<file path="src/rtl/insn_sequencer_pkg.sv">
// Shared definitions for the multi-cycle instruction sequencer: state encoding,
// latched decode bundle and the default memory-wait limit.
package insn_sequencer_pkg;

  localparam int MEM_WAIT_MAX_DEFAULT = 15;

  typedef enum logic [2:0] {
    IDLE      = 3'd0,
    FETCH     = 3'd1,
    DECODE    = 3'd2,
    EXECUTE   = 3'd3,
    MEMORY    = 3'd4,
    WRITEBACK = 3'd5,
    HALTED    = 3'd6,
    FAULT     = 3'd7
  } seq_state_t;

  typedef struct packed {
    logic halt;
    logic branch;
    logic jump;
    logic reg_write;
    logic overflow_write;
    logic compare_write;
    logic memory_read;
    logic memory_write;
  } seq_ctrl_t;

  function automatic logic is_busy(input seq_state_t s);
    return !(s inside {IDLE, HALTED, FAULT});
  endfunction

endpackage

</file>
<file path="src/rtl/seq_mem_watchdog.sv">
// Memory-wait watchdog: counts MEMORY cycles without ready and flags the cycle
// on which the wait limit is reached.
module seq_mem_watchdog #(
  parameter int MEM_WAIT_MAX = 15
) (
  input  logic clk,
  input  logic srst,
  input  logic clear,
  input  logic in_mem,
  input  logic mem_ready,
  output logic timeout
);

  localparam int CW = $clog2(MEM_WAIT_MAX + 1);

  logic [CW-1:0] wait_reg;
  logic [CW-1:0] wait_next;

  always_comb begin
    wait_next = wait_reg;
    if (clear)
      wait_next = '0;
    else if (in_mem && !mem_ready)
      wait_next = wait_reg + 1'b1;
  end

  always_ff @(posedge clk) begin
    if (srst)
      wait_reg <= '0;
    else
      wait_reg <= wait_next;
  end

  // Ready in the final allowed cycle still completes; only a miss times out.
  assign timeout = in_mem && !mem_ready && (wait_reg == CW'(MEM_WAIT_MAX - 1));

endmodule

</file>
<file path="src/rtl/insn_sequencer.sv">
// Multi-cycle instruction sequencer gating architectural write strobes.
// Optional performance counters are built when SEQ_PERF_COUNT_EN is defined.
module insn_sequencer
  import insn_sequencer_pkg::*;
#(
  parameter int MEM_WAIT_MAX = MEM_WAIT_MAX_DEFAULT,
  parameter int CNT_WIDTH    = 16
) (
  input  logic                 _clock,
  input  logic                 _reset,
  input  logic                 _start,
  input  logic                 _halt,
  input  logic                 _branch,
  input  logic                 _jump,
  input  logic                 _regWrite,
  input  logic                 _overflowWrite,
  input  logic                 _compareWrite,
  input  logic                 _memoryRead,
  input  logic                 _memoryWrite,
  input  logic                 _memReady,
  output logic                 irLoad,
  output logic                 pcEnable,
  output logic                 branchEn,
  output logic                 jumpEn,
  output logic                 regWriteEn,
  output logic                 overflowWriteEn,
  output logic                 compareWriteEn,
  output logic                 memReadReq,
  output logic                 memWriteReq,
  output logic                 busy,
  output logic                 halted,
  output logic                 fault,
  output logic [CNT_WIDTH-1:0] cycleCount,
  output logic [CNT_WIDTH-1:0] retiredCount
);

  seq_state_t state_reg;
  seq_ctrl_t  ctrl_reg;
  logic       in_mem;
  logic       in_exec;
  logic       in_wb;
  logic       timeout;

  assign in_mem  = (state_reg == MEMORY);
  assign in_exec = (state_reg == EXECUTE);
  assign in_wb   = (state_reg == WRITEBACK);

  seq_mem_watchdog #(
    .MEM_WAIT_MAX(MEM_WAIT_MAX)
  ) u_watchdog (
    .clk      (_clock),
    .srst     (_reset),
    .clear    (state_reg == DECODE),
    .in_mem   (in_mem),
    .mem_ready(_memReady),
    .timeout  (timeout)
  );

  always_ff @(posedge _clock) begin
    if (_reset) begin
      state_reg <= IDLE;
      ctrl_reg  <= '0;
    end else begin
      case (state_reg)
        IDLE:      if (_start) state_reg <= FETCH;
        FETCH:     state_reg <= DECODE;
        DECODE: begin
          ctrl_reg <= {_halt, _branch, _jump, _regWrite, _overflowWrite,
                       _compareWrite, _memoryRead, _memoryWrite};
          if (_halt)
            state_reg <= HALTED;
          else if (_memoryRead || _memoryWrite)
            state_reg <= MEMORY;
          else
            state_reg <= EXECUTE;
        end
        EXECUTE:   state_reg <= FETCH;
        MEMORY: begin
          if (_memReady)
            state_reg <= ctrl_reg.memory_read ? WRITEBACK : FETCH;
          else if (timeout)
            state_reg <= FAULT;
        end
        WRITEBACK: state_reg <= FETCH;
        default:   state_reg <= state_reg;
      endcase
    end
  end

  // A read wins when both memory bits were decoded.
  assign irLoad          = (state_reg == FETCH);
  assign pcEnable        = in_exec || in_wb ||
                           (in_mem && _memReady && !ctrl_reg.memory_read);
  assign branchEn        = in_exec && ctrl_reg.branch;
  assign jumpEn          = in_exec && ctrl_reg.jump;
  assign regWriteEn      = (in_exec && ctrl_reg.reg_write) || in_wb;
  assign overflowWriteEn = in_exec && ctrl_reg.overflow_write;
  assign compareWriteEn  = in_exec && ctrl_reg.compare_write;
  assign memReadReq      = in_mem && ctrl_reg.memory_read;
  assign memWriteReq     = in_mem && ctrl_reg.memory_write && !ctrl_reg.memory_read;
  assign busy            = is_busy(state_reg);
  assign halted          = (state_reg == HALTED) && ctrl_reg.halt;
  assign fault           = (state_reg == FAULT);

`ifdef SEQ_PERF_COUNT_EN
  logic [1:0]                cnt_inc;
  logic [1:0][CNT_WIDTH-1:0] cnt_val;

  assign cnt_inc = {pcEnable, busy};

  // Index 0 counts busy cycles, index 1 counts retirements; both saturate.
  generate
    for (genvar gi = 0; gi < 2; gi++) begin : g_cnt
      logic [CNT_WIDTH-1:0] cnt_reg;
      always_ff @(posedge _clock) begin
        if (_reset)
          cnt_reg <= '0;
        else if (cnt_inc[gi] && !(&cnt_reg))
          cnt_reg <= cnt_reg + 1'b1;
      end
      assign cnt_val[gi] = cnt_reg;
    end
  endgenerate

  assign cycleCount   = cnt_val[0];
  assign retiredCount = cnt_val[1];
`else
  assign cycleCount   = '0;
  assign retiredCount = '0;
`endif

endmodule

</file>
<file path="config.mk">
export PLATFORM = sky130hd
export DESIGN_NAME = insn_sequencer
export DESIGN_NICKNAME = d
export VERILOG_FILES = /design/src/rtl/insn_sequencer_pkg.sv /design/src/rtl/seq_mem_watchdog.sv /design/src/rtl/insn_sequencer.sv
export SDC_FILE = /design/constraint.sdc
export NUM_CORES = 1
export LEC_CHECK = 0
export ABC_AREA = 1
export ABC_CLOCK_PERIOD_IN_PS = 1750
export CORE_MARGIN = 5
export CORE_UTILIZATION = 40
export CTS_CLUSTER_SIZE = 40
export DETAILED_ROUTE_END_ITERATION = 8
export MAX_ROUTING_LAYER = met4
export PLACE_DENSITY = 0.88
export SLEW_MARGIN = 25
export SYNTH_ARGS = -nofsm -noshare
export SYNTH_HDL_FRONTEND = slang
export SYNTH_SLANG_ARGS = --single-unit
</file>
<file path="constraint.sdc">
create_clock -name _clock -period 1.75 [get_ports _clock]
set_clock_uncertainty 0.2 [all_clocks]
set_input_delay 0.175 -clock _clock [delete_from_list [all_inputs] [get_ports _clock]]
set_output_delay 0.175 -clock _clock [all_outputs]
set_load 0.01 [all_outputs]
</file>
==> impl_metrics.ini <==
[final_layout]
diodes = 0
areaGrowthSynthToFinish_pct = 15.5
nNetsFinal = 198
largest_reg_flops = 8
drive_gt1_share_pct = 19.1
final_util_pct = 47.8
final_area_mm2 = 0.00129

[cts]
clk_latency_ns = 0.28
hold_buffers = 0
clockRootBuffer = clkbuf_4
cts_num_sinks = 15
cts_max_level = 1
cts_tree = done
clk_pin_slew_ns = 0.09
cts_buffer_depth = 2
numCtsBuffers = 3

[detailed_routing]
wire_per_inst_um = 10.7
drt_pass1_iterations = 5
vias = 929
drc = 0
drt_wl_total_um = 2290
ant_nets = 0
via_per_inst = 4.34
initialDrtViolationCount = 62

[die]
die_x_um = 62.9
coreArea_mm2 = 0.00271
rows = 19
initial_core_util_pct = 41.4
die_y_um = 62.9
boundaryPins = 56
die-area_mm2 = 0.00396

[place]
place.port_buffers = 23
dp_hpwl_um = 1800
placed_area_mm2 = 0.00127
pre_cts_slack_ns = -0.0726
gp_congestion = 0.796

[timing]
fin_crit_ns = 1.67
finalSetupViolations = 0
setup_ws_ns = 0.0826
slew_violations = 0
rsz0062_at_grt = false
hold_ws_ns = 0.258
hold_viol_final = 0
timing.final.crit_share_pct = 95.3
fmax_ghz = 0.600

[logic_synthesis]
synth_warnings = 0
synth_top_area_cell = dfxtp_1
netlist_area_mm2 = 0.00112
netlist_instances = 153
synth.ff_latch_count = 15
synth_top_area_share_pct = 26.8
synth_seq_area_share_pct = 26.8
ys_top_cells_by_area = dfxtp_1 (27%), buf_4 (21%), inv_1 (7.0%), nand2_1 (6.0%), nor2_1 (4.4%)
yosysUniqueCellTypes = 26
syn_avg_cell_area_um2 = 7.33

[global_route]
grt_overflow_total = 0
grt_max_degree = 16
grt_pass1_wl_um = 3550
grt_pass1_vias = 818
grt_antenna_before_repair = 0
track_usage_pct = 11.4

[worst_hold_path]
min_from = ctrl_reg[4]$_SDFFE_PP0N_
hold_class = reg2reg
holdPathStages = 2
hold_end = ctrl_reg[4]$_SDFFE_PP0N_

[power]
power.density_mw_per_mm2 = 822
p_int_mw = 0.655
p_comb_share_pct = 40.8
p_seq_share_pct = 40.4
ir_drop_mv = 0.489
power_switching_mw = 0.409
switching_share_pct = 38.5
clkPwrFrac_pct = 18.8
p_leak_nw = 0.611

[worst_setup_path]
endpoint_kind = primary output
crit_fanout = 4
cp-start-kind = flop
reg2reg_depth = 8
required_ns = 1.37
r2r-start = state_reg[0]$_SDFFE_PP0P_
r2r-end = state_reg[2]$_SDFFE_PP0P_
reg2reg_setup_slack_ns = 0.30
critPathKind = reg2out
cp.arrival_ns = 1.29

[run]
drv_cap = 0

[outcome]
outcome = complete, no violations
cell usage in the layout (no fill, tap or decap), types with 2 or more instances in the layout:
cell type and n:
a21oi_1 9, a21oi_2 3, buf_4 6, clkbuf_4 3
clkdlybuf4s15_2 3, clkdlybuf4s50_1 11, conb_1 32, dfxtp_1 12
dfxtp_2 2, dlygate4sd2_1 6, ha_1 2, inv_1 20
inv_2 2, nand2_1 18, nand2_2 3, nand3_1 8
nand3_2 2, nor2_1 13, nor2_4 2, nor3_1 3
o21ai_0 8, o21ai_1 2
cell families after synthesis:
family	share of synthesized area (%)
buffers and inverters	33.7
and+or+nand+nor	24.0
DFF	26.8
adders and majority gates	2.23
AOI/OAI and AO/OA	12.9
other	0.335
synthesized netlist by cell type, drive strengths merged:
cell type	number
inv	24
dfxtp	15
o21a	1
nand3	11
nor3	3
nor3b	1
ha	2
conb	1
o211ai	1
a21oi	12
nand2	22
o21ai	11
buf	34
nor2	15
area by class of cell:
cell class	instances	area, um2
Fill cell	275	1420
Multi-Input combinational cell	111	564
Sequential cell	15	307
Timing Repair Buffer	29	262
Inverter	24	97.6
Tap cell	31	38.8
Clock buffer	4	26.3
worst max-delay path by stage:
stage | from | endpoint | slack, ns
2_1_floorplan | state_reg[2]$_SDFFE_PP0P_ | regWriteEn | 0.40
3_3_place_gp | _memReady | pcEnable | -0.06
3_5_place_dp | _memReady | pcEnable | -0.07
4_1_cts | state_reg[2]$_SDFFE_PP0P_ | overflowWriteEn | 0.01
5_1_grt | state_reg[0]$_SDFFE_PP0P_ | memWriteReq | 0.001
6_report | state_reg[0]$_SDFFE_PP0P_ | memWriteReq | 0.08
critical path, cell delays in order, from the launching register on:
cell and delay (ns):
dfxtp_2 0.36, nor2_4 0.13, nand2_1 0.10, nor3_1 0.14
clkdlybuf4s15_1 0.27
per-stage QoR:
step	instances	power (mW)	setup TNS, ns
after global placement	210	0.864	-0.0625
after CTS	214	1.06	0
after global routing	214	1.14	0
final	214	1.06	0
after detailed placement	210	0.877	-0.179
after floorplan	184	0.788	0
routing by layer:
layer  vias to the layer above  GRT usage [%]  part of all wire (%)
li1                        477              -                     -
met1                       413           11.9                    38
met3                         5           1.98                   7.2
met4                         0           5.57                   2.1
met2                        34           20.3                    52
met5                         -              -                     0
power by group through the flow:
stage               registers, mW  logic (mW)  clock network, mW
floorplan                   0.430       0.357                  0
global placement            0.429       0.435                  0
detailed placement          0.432       0.445                  0
CTS                         0.429       0.429              0.202
global route                0.437       0.481              0.224
finish                      0.430       0.435              0.200
timing repair:
action / 4_1_cts / 5_1_grt
resized for setup: 25 / 5
setup endpoints to repair: 12 / 7
buffers inserted: 0 / 0
gates cloned: 0 / 0
(Power assumes the default switching activity.)
